File: config.mk
export PLATFORM = sky130hd
export DESIGN_NAME = cim_mem_req_arbiter
export DESIGN_NICKNAME = d
export VERILOG_FILES = /design/src/rtl/cim_mem_req_arbiter.sv
export SDC_FILE = /design/constraint.sdc
export NUM_CORES = 1
export LEC_CHECK = 0
export ABC_AREA = 0
export CAP_MARGIN = 20
export CORE_AREA = 2 2 169 171
export DETAILED_ROUTE_END_ITERATION = 10
export DIE_AREA = 0 0 171 173
export DONT_BUFFER_PORTS = 1
export HOLD_SLACK_MARGIN = 0.03
export PLACE_DENSITY = 0.44
export SETUP_SLACK_MARGIN = 0.15
export SLEW_MARGIN = 10
export SYNTH_ARGS = -nofsm -noshare
export SYNTH_HDL_FRONTEND = slang
export SYNTH_SLANG_ARGS = --single-unit
File: constraint.sdc
create_clock -name clk -period 2.55 [get_ports clk]
set_clock_uncertainty 0.1 [all_clocks]
set_input_delay 0.255 -clock clk [delete_from_list [all_inputs] [get_ports clk]]
set_output_delay 0.255 -clock clk [all_outputs]
set_load 0.02 [all_outputs]
File: src/rtl/cim_mem_req_arbiter.sv
// -----------------------------------------------------------------------------
// cim_mem_req_arbiter
//
// Requester-side front end of one CiM memory port (int_res or params).
// Up to NUM_SRC sources raise valid/ready requests. At most one is granted per
// cycle, and its request is presented to the memory through registered one-hot
// read/write vectors plus per-slot address/data tables. Only one memory request
// is therefore ever asserted at a time. Read data comes back two cycles after
// the grant, together with a one-hot response valid for the source that read.
//
// Arbitration is fixed-priority (index 0 highest). A source that has waited
// STARVE_LIMIT cycles is promoted ahead of the fixed order.
//
// Ports
//   clk              clock
//   rst_n            synchronous active-low reset
//   req_valid_i      per-source request pending
//   req_write_i      per-source 1=write, 0=read (qualified by req_valid_i)
//   req_addr_i       per-source address, NUM_SRC*ADDR_W
//   req_wdata_i      per-source write data, NUM_SRC*DATA_W
//   req_ready_o      one-hot grant (combinational); consumed on valid&ready
//   rsp_valid_o      one-hot read-data valid for the source that read
//   rsp_data_o       read data, meaningful only with rsp_valid_o
//   read_req_src_o   registered one-hot read request to memory
//   write_req_src_o  registered one-hot write request to memory
//   addr_table_o     registered; only the granted slot is non-zero
//   write_data_o     registered; only the granted slot is non-zero
//   mem_read_data_i  memory Q, valid the cycle after the read request
// -----------------------------------------------------------------------------
module cim_mem_req_arbiter #(
    parameter int NUM_SRC      = 7,
    parameter int ADDR_W       = 10,
    parameter int DATA_W       = 16,
    parameter int STARVE_LIMIT = 8
) (
    input  logic                      clk,
    input  logic                      rst_n,
    input  logic [NUM_SRC-1:0]        req_valid_i,
    input  logic [NUM_SRC-1:0]        req_write_i,
    input  logic [NUM_SRC*ADDR_W-1:0] req_addr_i,
    input  logic [NUM_SRC*DATA_W-1:0] req_wdata_i,
    output logic [NUM_SRC-1:0]        req_ready_o,
    output logic [NUM_SRC-1:0]        rsp_valid_o,
    output logic [DATA_W-1:0]         rsp_data_o,
    output logic [NUM_SRC-1:0]        read_req_src_o,
    output logic [NUM_SRC-1:0]        write_req_src_o,
    output logic [NUM_SRC*ADDR_W-1:0] addr_table_o,
    output logic [NUM_SRC*DATA_W-1:0] write_data_o,
    input  logic [DATA_W-1:0]         mem_read_data_i
);

    localparam int CNT_W = $clog2(STARVE_LIMIT + 1);
    localparam logic [CNT_W-1:0] CNT_MAX = CNT_W'(STARVE_LIMIT);

    logic [CNT_W-1:0]          wait_cnt_q [NUM_SRC];
    logic [CNT_W-1:0]          wait_cnt_d [NUM_SRC];
    logic [NUM_SRC-1:0]        starved;
    logic [NUM_SRC-1:0]        grant;

    logic [NUM_SRC-1:0]        read_req_src_q,  read_req_src_d;
    logic [NUM_SRC-1:0]        write_req_src_q, write_req_src_d;
    logic [NUM_SRC*ADDR_W-1:0] addr_table_q,    addr_table_d;
    logic [NUM_SRC*DATA_W-1:0] write_data_q,    write_data_d;
    // Tag stage: the one-hot read vector presented to memory, delayed one
    // cycle so it lines up with Q.
    logic [NUM_SRC-1:0]        rsp_valid_q;

    // Grant selection. x & (~x + 1) isolates the lowest set bit, i.e. the
    // lowest-index candidate. Nothing is granted while reset is held so that
    // req_ready_o reads 0 during reset.
    always_comb begin
        // NOTE: every combinational output gets a default before any branch;
        // a path that leaves one unassigned would infer a latch.
        starved = '0;
        grant   = '0;
        for (int i = 0; i < NUM_SRC; i++) begin
            starved[i] = req_valid_i[i] && (wait_cnt_q[i] == CNT_MAX);
        end
        if (rst_n) begin
            if (|starved) grant = starved & (~starved + 1'b1);
            else          grant = req_valid_i & (~req_valid_i + 1'b1);
        end
    end

    // Next state: wait counters, memory request vectors and slot tables.
    always_comb begin
        read_req_src_d  = grant & ~req_write_i;
        write_req_src_d = grant &  req_write_i;
        addr_table_d    = '0;
        write_data_d    = '0;
        for (int i = 0; i < NUM_SRC; i++) begin
            wait_cnt_d[i] = '0;
            if (req_valid_i[i] && !grant[i]) begin
                wait_cnt_d[i] = (wait_cnt_q[i] == CNT_MAX) ? CNT_MAX
                                                          : wait_cnt_q[i] + CNT_W'(1);
            end
            if (grant[i]) begin
                addr_table_d[i*ADDR_W +: ADDR_W] = req_addr_i[i*ADDR_W +: ADDR_W];
                write_data_d[i*DATA_W +: DATA_W] = req_wdata_i[i*DATA_W +: DATA_W];
            end
        end
    end

    always_ff @(posedge clk) begin
        // NOTE: state is updated with non-blocking assignments only, so every
        // register samples the pre-edge values regardless of statement order.
        if (!rst_n) begin
            // NOTE: the counter array is small and is cleared in full on reset;
            // a stale count would otherwise promote a source spuriously.
            for (int i = 0; i < NUM_SRC; i++) wait_cnt_q[i] <= '0;
            read_req_src_q  <= '0;
            write_req_src_q <= '0;
            addr_table_q    <= '0;
            write_data_q    <= '0;
            rsp_valid_q     <= '0;
        end else begin
            for (int i = 0; i < NUM_SRC; i++) wait_cnt_q[i] <= wait_cnt_d[i];
            read_req_src_q  <= read_req_src_d;
            write_req_src_q <= write_req_src_d;
            addr_table_q    <= addr_table_d;
            write_data_q    <= write_data_d;
            rsp_valid_q     <= read_req_src_q;
        end
    end

    assign req_ready_o     = grant;
    assign read_req_src_o  = read_req_src_q;
    assign write_req_src_o = write_req_src_q;
    assign addr_table_o    = addr_table_q;
    assign write_data_o    = write_data_q;
    assign rsp_valid_o     = rsp_valid_q;
    // Q is forwarded only while a response is due, so the bus is 0 otherwise.
    assign rsp_data_o      = (|rsp_valid_q) ? mem_read_data_i : '0;

`ifndef SYNTHESIS
    a_one_mem_req: assert property (@(posedge clk)
        $countones({read_req_src_q, write_req_src_q}) <= 1);
`endif

endmodule

==> impl_metrics.env, run 1 <==
export IMPL_tritoncts="built"
export IMPL_dp_cells=993
export IMPL_net_switching_power_mw=1.82
export IMPL_synth_edf_count=0
export IMPL_cellPowerDensity_nw_per_um2=734
export IMPL_cp_startpoint="wait_cnt_q[0][1]$_SDFF_PP0_"
export IMPL_switching_share_pct=21.4
export IMPL_p_comb_share_pct=5.5
export IMPL_rows=61
export IMPL_dr_pass1_iters=4
export IMPL_grt_pass1_wl_mm=34.6
export IMPL_cp_slowest_cell="or4_4"
export IMPL_cts_clk_slew_worst_paths_ns=0.07
export IMPL_die_w_um=171
export IMPL_grt_antenna_before_repair=0
export IMPL_multi_input_area_sq_um=2650
export IMPL_ys_types=44
export IMPL_numPortBuffers=0
export IMPL_hold_path_class="in2reg"
export IMPL_track_usage_pct=15.5
export IMPL_vdd_drop_max_uv=395
export IMPL_cpLargestDelayFamily="simple AND/OR/NAND/NOR gates"
export IMPL_cp_max_fo=4
export IMPL_synthArstFlopShare_pct=0
export IMPL_drt_total_wl_mm=25.6
export IMPL_p_int_mw=6.68
export IMPL_yosysSeqAreaShare_pct=63.5
export IMPL_period_share_pct=99.6
export IMPL_clkPwrFrac_pct=50.3
export IMPL_arrival_ns=2.18
export IMPL_synth_main_ff_cell="dfxtp_1"
export IMPL_path_class="reg2out"
export IMPL_synthesis_nets=859
export IMPL_layout_common_cells="219 x dfxtp_1, 197 x dlygate4sd3_1, 185 x and2_1, 43 x buf_4, 32 x clkbuf_16"
export IMPL_seqPwrFrac_pct=44.2
export IMPL_grt_max_degree=33
export IMPL_status="completed"
export IMPL_cp_data_required_time_ns=2.19
export IMPL_clk_latency_ns=0.54
export IMPL_rsz0062_at_grt="true"
export IMPL_register_area_sq_um=4640
export IMPL_drc_errors=0
export IMPL_core_area_sq_um=27600
export IMPL_total_power_mw=8.50
export IMPL_timing_max_cap_violations=0
export IMPL_max_stage_delay_ns=0.57
export IMPL_globalRouteOverflowTotal=0
export IMPL_relSlewSlack_pct=48.0
export IMPL_clock_sinks=231
export IMPL_vias=5526
export IMPL_syn_avg_cell_area_sq_um=11.6
export IMPL_tightest_slew_ns=0.781
export IMPL_gp_congestion=0.752
export IMPL_power_leakage_nw=4.71
export IMPL_ys_seq_elements=231
export IMPL_crit_chain="inv_1 -> ha_2 -> nand4b_4 -> nand4_4 -> or4_4 -> nand2_4 -> buf_6"
export IMPL_placed_area_sq_um=7740
export IMPL_root_buffer="clkbuf_16"
export IMPL_slew_viol_final=0
export IMPL_ios=440
export IMPL_numCtsBuffers=27
export IMPL_die_h_um=173
export IMPL_ctsLongestPathBuffers=3
export IMPL_worstSetupEndpointType="primary output"
export IMPL_stdcell_area_sq_um=11600
export IMPL_dp_hpwl_mm=15.1
export IMPL_syn_area_sq_um=7290
export IMPL_path_buf_inv=2
export IMPL_layoutNonFillerInstCount=1295
export IMPL_final_common_cell="dfxtp_1"
export IMPL_viasPerCell=4.27
export IMPL_area_growth_pct=59.0
export IMPL_initial_core_util_pct=26.4
export IMPL_first_iter_violations=169
export IMPL_min_period_ns=2.54
export IMPL_grt_pass1_vias=5926
export IMPL_drive_gt1_share_pct=18.6
export IMPL_synth_warnings=0
export IMPL_worstHoldStart="req_valid_i[2]"
export IMPL_finalNetCount=1124
export IMPL_start_kind="flip-flop"
export IMPL_synth_cells=631
export IMPL_ant_nets=0
export IMPL_routedWlPerCell_um=19.7
export IMPL_regToRegStartpoint="wait_cnt_q[3][0]$_SDFF_PP0_"
export IMPL_num_fill_cells=2524
export IMPL_n_antenna_cell=0
export IMPL_htree_num_levels=1
export IMPL_die_area_sq_um=29600
export IMPL_timing_fmax_ghz=0.394
export IMPL_setup_viol=0
export IMPL_hold_viol_final=0
-- path summary, 6_finish.rpt --
check	endpoint	slack, ns	cells after the start
worst max-delay path	req_ready_o[3]	0.01	7
worst min-delay path	wait_cnt_q[3][3]$_SDFF_PN0_	0.07	4
worst max register to register	wait_cnt_q[4][1]$_SDFF_PP0_	0.25	10
worst min register to register	wait_cnt_q[0][0]$_SDFF_PP0_	0.35	1
-- power groups by stage --
stage / registers, mW / logic [mW] / clock network, mW
5_1_grt: 3.76 / 0.504 / 4.51
3_3_place_gp: 3.84 / 0.134 / 0
2_1_floorplan: 3.82 / 0.118 / 0
4_1_cts: 3.76 / 0.441 / 4.38
3_5_place_dp: 3.84 / 0.140 / 0
6_report: 3.76 / 0.466 / 4.28
-- layout make-up --
type                       instances  share of cell area, %
sequential                       231                   40.0
timing repair buffer             264                   23.8
multi-input combinational        356                   22.9
clock buffer                      34                   6.49
tap                              378                   4.08
clock inverter                    16                   2.20
inverter                          16                  0.518
-- per-layer routing --
metal  GRT usage, %  part of all wire [%]  up-vias
li1               -                     -     2585
met1           14.2                    34     2598
met5              0                     0        -
met2           31.1                    55      296
met3           4.81                   8.2       47
met4           5.44                   2.8        0
-- stage by stage --
| step | setup WS (ns) | hold WS, ns | utilization [%] | setup TNS, ns |
|---|---|---|---|---|
| floorplan | 0.225 | 0.217 | - | 0 |
| global placement | 0.314 | 0.221 | 28.0 | 0 |
| detailed placement | 0.246 | 0.220 | 28.0 | 0 |
| CTS | -0.0440 | 0.0453 | 40.9 | -0.0817 |
| global route | -0.0779 | 0.0952 | 41.9 | -0.188 |
| finish | 0.0106 | 0.0749 | 41.9 | 0 |
-- cells by family after synthesis --
kind of cell	share of synthesized area, %
xor gates and xnor gates	1.56
adders and majority gates	2.40
muxes	0.137
buffers and inverters	2.88
DFF	63.5
AOI/OAI and AO/OA	4.72
and+or+nand+nor	24.8
-- state kept, by name, summed over array words and instances, names as in the netlist --
name,flops
write_data_o,112
addr_table_o,70
wait_cnt_q,28
rsp_valid_o,7
read_req_src_o,7
write_req_src_o,7
-- cell usage after synthesis, drive strengths merged, types with 2 or more instances --
master	n	share of area, %
or3	2	0.17
nor4b	2	0.24
a21oi	4	0.33
and2	186	16
o21ai	2	0.14
nor3b	4	0.41
nor2	14	0.72
nor4	10	1.2
nor2b	4	0.34
nor3	10	0.69
dfxtp	231	63
clkbuf	17	0.89
nand2	14	0.72
xnor2	8	0.96
buf	11	1.2
nand3b	3	0.31
ha	14	2.4
and4b	2	0.27
inv	16	0.82
o41ai	2	0.24
xor2	5	0.60
nand4	6	0.72
nand4b	8	1.1
and3b	3	0.36
a21boi	28	3.3
nand3	17	1.2
-- tightest hold or removal path: stages --
cell and delay, ns:
or3_1 0.09, nand4b_1 0.14, a21oi_1 0.08, nor3_1 0.11
-- what timing repair did --
action | in CTS | in global routing
gates resized for setup | 51 | 17
gates cloned | 7 | 6
pin swaps | 19 | 13
hold buffers | 198 | 0
hold endpoints to repair | 231 | 0
buffers inserted | 30 | 12
endpoints found under the setup margin | 23 | 61
Note: power is estimated with default switching activity, not from simulation.
==> inputs of run 2 (changes only) <==
- clock period: 2.55 -> 2.9 ns (I/O delays scaled with it)
==> impl_metrics.env, run 2 (synthesis gave the netlist of run 1 again) <==
export IMPL_routedWlPerCell_um=18.9
export IMPL_clock_sinks=231
export IMPL_cts_clk_slew_worst_paths_ns=0.06
export IMPL_worstSetupEndpointType="primary output"
export IMPL_relSlewSlack_pct=49.9
export IMPL_cellPowerDensity_nw_per_um2=624
export IMPL_rsz0062_at_grt="true"
export IMPL_num_fill_cells=2589
export IMPL_rrSetupSlack_ns=0.35
export IMPL_initial_core_util_pct=26.4
export IMPL_ant_nets=0
export IMPL_multi_input_area_sq_um=2570
export IMPL_first_iter_violations=98
export IMPL_total_power_mw=6.83
export IMPL_htree_num_levels=1
export IMPL_arrival_ns=2.31
export IMPL_ctsLongestPathBuffers=3
export IMPL_gp_congestion=0.749
export IMPL_tightest_slew_ns=0.742
export IMPL_max_stage_delay_ns=0.59
export IMPL_register_area_sq_um=4630
export IMPL_rows=61
export IMPL_viasPerCell=4.27
export IMPL_globalRouteOverflowTotal=0
export IMPL_die_area_sq_um=29600
export IMPL_path_class="reg2out"
export IMPL_drt_total_wl_mm=23.8
export IMPL_tritoncts="built"
export IMPL_die_h_um=173
export IMPL_numCtsBuffers=25
export IMPL_crit_chain="inv_1 -> ha_1 -> nand4b_1 -> nand3_2 -> or4_4 -> nand2_4"
export IMPL_final_common_cell="dfxtp_1"
export IMPL_cp_slowest_cell="or4_4"
export IMPL_fin_setup_tns_ns=0
export IMPL_root_buffer="clkbuf_16"
export IMPL_vias=5386
export IMPL_status="completed"
export IMPL_vdd_drop_max_uv=405
export IMPL_hold_viol_final=0
export IMPL_cp_data_required_time_ns=2.51
export IMPL_largest_register_ffs=112
export IMPL_drc_errors=0
export IMPL_area_growth_pct=50.2
export IMPL_grt_max_degree=34
export IMPL_timing_max_cap_violations=0
export IMPL_period_share_pct=93.2
export IMPL_dr_pass1_iters=4
export IMPL_grt_antenna_before_repair=1
export IMPL_worstHoldStart="req_valid_i[1]"
export IMPL_setup_viol=0
export IMPL_dp_cells=991
export IMPL_stdcell_area_sq_um=10900
export IMPL_slew_viol_final=0
export IMPL_cp_max_fo=6
export IMPL_start_kind="flip-flop"
export IMPL_grt_pass1_vias=5650
export IMPL_clk_latency_ns=0.51
export IMPL_r2r_end="addr_table_o[33]$_SDFF_PN0_"
export IMPL_layout_common_cells="223 x dfxtp_1, 200 x dlygate4sd3_1, 186 x and2_1, 28 x clkbuf_16, 24 x buf_4"
export IMPL_core_area_sq_um=27600
export IMPL_die_w_um=171
export IMPL_regToRegStartpoint="wait_cnt_q[3][0]$_SDFF_PP0_"
export IMPL_hold_path_class="in2reg"
export IMPL_drive_gt1_share_pct=12.9
export IMPL_placed_area_sq_um=7710
export IMPL_dp_hpwl_mm=15.3
export IMPL_reg2reg_depth=7
export IMPL_timing_fmax_ghz=0.370
export IMPL_ios=440
export IMPL_track_usage_pct=14.5
export IMPL_finalNetCount=1093
export IMPL_layoutNonFillerInstCount=1261
export IMPL_min_period_ns=2.70
export IMPL_grt_pass1_wl_mm=33.0
export IMPL_crit_path_end="req_ready_o[3]"
export IMPL_cp_startpoint="wait_cnt_q[3][0]$_SDFF_PP0_"
export IMPL_power_leakage_nw=4.43
export IMPL_numPortBuffers=0
## run 2: changes by cell type in the layout (fill, tap and decap cells not counted), sizes merged
| cell | delta |
|---|---|
| inv | -2 |
| clkbuf | -1 |
| diode | +1 |
| clkinvlp | +1 |
| bufinv | -4 |
| buf | -27 |
| bufbuf | -4 |
| dlygate4sd3 | +3 |
| clkinv | -1 |
## run 2: cell type report
class                   instances  share of cell area [%]
clock buffers                  34                    6.57
repair buffers                235                    21.7
inverters                      16                   0.549
flip-flops and latches        231                    42.3
multi-input cells             356                    23.5
clock inverters                10                    1.01
well taps                     378                    4.32
diodes                          1                  0.0229
## run 2: routing by layer
metal,global-route usage [%],vias up,wire (um)
met1,13.5,2520,8020
met3,5.15,46,2240
met4,5.44,0,843
met5,0,-,0
li1,-,2512,-
met2,28.5,308,12700
## run 2: repair_timing
item,4_1_cts,5_1_grt
resized for setup,4,35
pin swaps,4,11
endpoints found under the hold margin,231,0
hold buffers,201,0
setup endpoints to repair,21,7
buffers inserted,6,14
cloned,0,4
## run 2: power breakdown
part | switching, mW | internal (mW) | leakage, nW | total, mW
Combinational | 0.126 | 0.245 | 2.14 | 0.370
Clock | 1.25 | 1.91 | 0.411 | 3.15
Sequential | 0.0832 | 3.22 | 1.87 | 3.31
Total | 1.46 | 5.38 | 4.43 | 6.83
## run 2: worst min path at each step
| stage | end | slack, ns | cells past startpoint |
|---|---|---|---|
| final | wait_cnt_q[2][3]$_SDFF_PN0_ | 0.06 | 4 |
| after global routing | wait_cnt_q[2][3]$_SDFF_PN0_ | 0.03 | 4 |
| after CTS | addr_table_o[32]$_SDFF_PN0_ | 0.06 | 3 |
| after detailed placement | read_req_src_o[3]$_SDFF_PN0_ | 0.25 | 1 |
| after global placement | read_req_src_o[3]$_SDFF_PN0_ | 0.25 | 1 |
| after floorplan | read_req_src_o[3]$_SDFF_PN0_ | 0.25 | 1 |
## run 2: worst max-delay path: cells and delay by family, from the launching register on
| family | cells | cell delay (ns) |
|---|---|---|
| AND/OR/NAND/NOR | 4 | 1.14 |
| flip-flops | 1 | 0.39 |
| adder cells (fa/ha/maj) | 1 | 0.21 |
| buffers and inverters | 1 | 0.06 |
## run 2: stage by stage
step | hold slack (ns) | setup slack, ns | util, %
4_1_cts | 0.0589 | 0.108 | 38.4
2_1_floorplan | 0.252 | 0.540 | -
6_report | 0.0559 | 0.196 | 39.6
3_5_place_dp | 0.254 | 0.462 | 27.9
3_3_place_gp | 0.254 | 0.529 | 27.9
5_1_grt | 0.0337 | 0.0917 | 39.6
==> inputs of run 3 (changes only) <==
- REMOVE_ABC_BUFFERS: default -> 1
==> impl_metrics.env, run 3 (synthesis gave the netlist of run 1 again) <==
export IMPL_final_common_cell="dfxtp_1"
export IMPL_largest_register_ffs=112
export IMPL_grt_antenna_before_repair=7
export IMPL_layoutNonFillerInstCount=1264
export IMPL_drc_errors=0
export IMPL_hold_viol_final=0
export IMPL_core_area_sq_um=27600
export IMPL_die_w_um=171
export IMPL_cp_data_required_time_ns=2.51
export IMPL_cellPowerDensity_nw_per_um2=643
export IMPL_grt_pass1_wl_mm=33.4
export IMPL_dr_pass1_iters=4
export IMPL_path_class="reg2out"
export IMPL_setup_viol=0
export IMPL_cp_max_fo=5
export IMPL_viasPerCell=4.23
export IMPL_status="completed"
export IMPL_htree_num_levels=1
export IMPL_clk_latency_ns=0.52
export IMPL_drive_gt1_share_pct=12.5
export IMPL_numCtsBuffers=25
export IMPL_ant_nets=0
export IMPL_vdd_drop_max_uv=444
export IMPL_min_period_ns=2.65
export IMPL_track_usage_pct=14.8
export IMPL_relSlewSlack_pct=51.5
export IMPL_routedWlPerCell_um=18.8
export IMPL_rrSetupSlack_ns=0.51
export IMPL_finalNetCount=1091
export IMPL_layout_common_cells="226 x dfxtp_1, 199 x dlygate4sd3_1, 186 x and2_1, 28 x clkbuf_16, 25 x buf_4"
export IMPL_dp_cells=991
export IMPL_clock_sinks=231
export IMPL_timing_fmax_ghz=0.377
export IMPL_timing_max_cap_violations=0
export IMPL_ios=440
export IMPL_rows=61
export IMPL_tightest_slew_ns=0.725
export IMPL_die_h_um=173
export IMPL_slew_viol_final=0
export IMPL_ctsLongestPathBuffers=3
export IMPL_fin_util_pct=39.6
export IMPL_dp_hpwl_mm=15.3
export IMPL_numPortBuffers=0
export IMPL_power_leakage_nw=4.41
export IMPL_fin_setup_tns_ns=0
export IMPL_globalRouteOverflowTotal=0
export IMPL_grt_max_degree=33
export IMPL_vias=5349
export IMPL_initial_core_util_pct=26.4
export IMPL_area_growth_pct=50.2
export IMPL_die_area_sq_um=29600
export IMPL_arrival_ns=2.26
export IMPL_grt_pass1_vias=5652
export IMPL_rsz0062_at_grt="false"
export IMPL_hold_path_class="in2reg"
export IMPL_root_buffer="clkbuf_16"
export IMPL_gp_congestion=0.747
export IMPL_drt_total_wl_mm=23.8
export IMPL_first_iter_violations=176
export IMPL_tritoncts="built"
export IMPL_worstSetupEndpointType="primary output"
export IMPL_cts_clk_slew_worst_paths_ns=0.06
export IMPL_period_share_pct=91.3
export IMPL_start_kind="flip-flop"
==> run 3: metal layers <==
| metal | GRT usage (%) | vias to the layer above | share of wire (%) |
|---|---|---|---|
| met5 | 0 | - | 0 |
| met3 | 5.40 | 41 | 9.4 |
| met2 | 28.6 | 295 | 54 |
| li1 | - | 2508 | - |
| met1 | 13.9 | 2505 | 34 |
| met4 | 5.90 | 0 | 2.5 |
==> run 3: cell type report <==
| type | instances | area [sq um] |
|---|---|---|
| antenna | 5 | 12.5 |
| clock buffer | 31 | 678 |
| clock inverter | 14 | 206 |
| fill | 2616 | 16700 |
| inverter | 16 | 60.1 |
| multi-input combinational | 356 | 2560 |
| sequential | 231 | 4630 |
| tap | 378 | 473 |
| timing repair buffer | 233 | 2330 |
==> run 3: worst paths after layout <==
check,startpoint,endpoint,cells past startpoint
worst max-delay path,wait_cnt_q[5][0]$_SDFF_PP0_,req_ready_o[4],7
worst min-delay path,req_valid_i[1],wait_cnt_q[2][3]$_SDFF_PN0_,4
worst max register to register,wait_cnt_q[2][0]$_SDFF_PP0_,addr_table_o[30]$_SDFF_PN0_,8
worst min register to register,wait_cnt_q[5][0]$_SDFF_PP0_,wait_cnt_q[5][0]$_SDFF_PP0_,1
==> run 3: repair_timing <==
item	in CTS	in global routing
setup buffers	2	17
endpoints found under the hold margin	231	0
hold buffers	199	0
cloned	1	4
gates resized for setup	8	17
endpoints found under the setup margin	20	24
pin swaps	3	9
==> run 3: stage by stage <==
step	area, sq um	total power, mW	worst slack (ns)	hold slack [ns]
final	10900	7.04	0.251	0.0562
after global routing	10900	7.32	0.116	0.0558
after CTS	10700	7.12	0.0191	0.0601
after detailed placement	7710	3.50	0.395	0.261
after global placement	7710	3.49	0.468	0.253
after floorplan	7140	3.46	-0.631	0.252
==> run 3: power breakdown <==
part | leakage, nW | total, mW | internal [mW] | switching (mW)
registers | 1.87 | 3.30 | 3.22 | 0.0797
logic | 2.11 | 0.360 | 0.238 | 0.122
clock network | 0.428 | 3.37 | 2.10 | 1.27
==> run 3: worst max-delay path, cell delays in order (launching register included) <==
cell and delay [ns]:
dfxtp_2 0.35, inv_1 0.07, ha_4 0.16, nand4b_1 0.15, buf_4 0.13, nand4_1 0.13
a2111oi_4 0.50, clkbuf_16 0.24
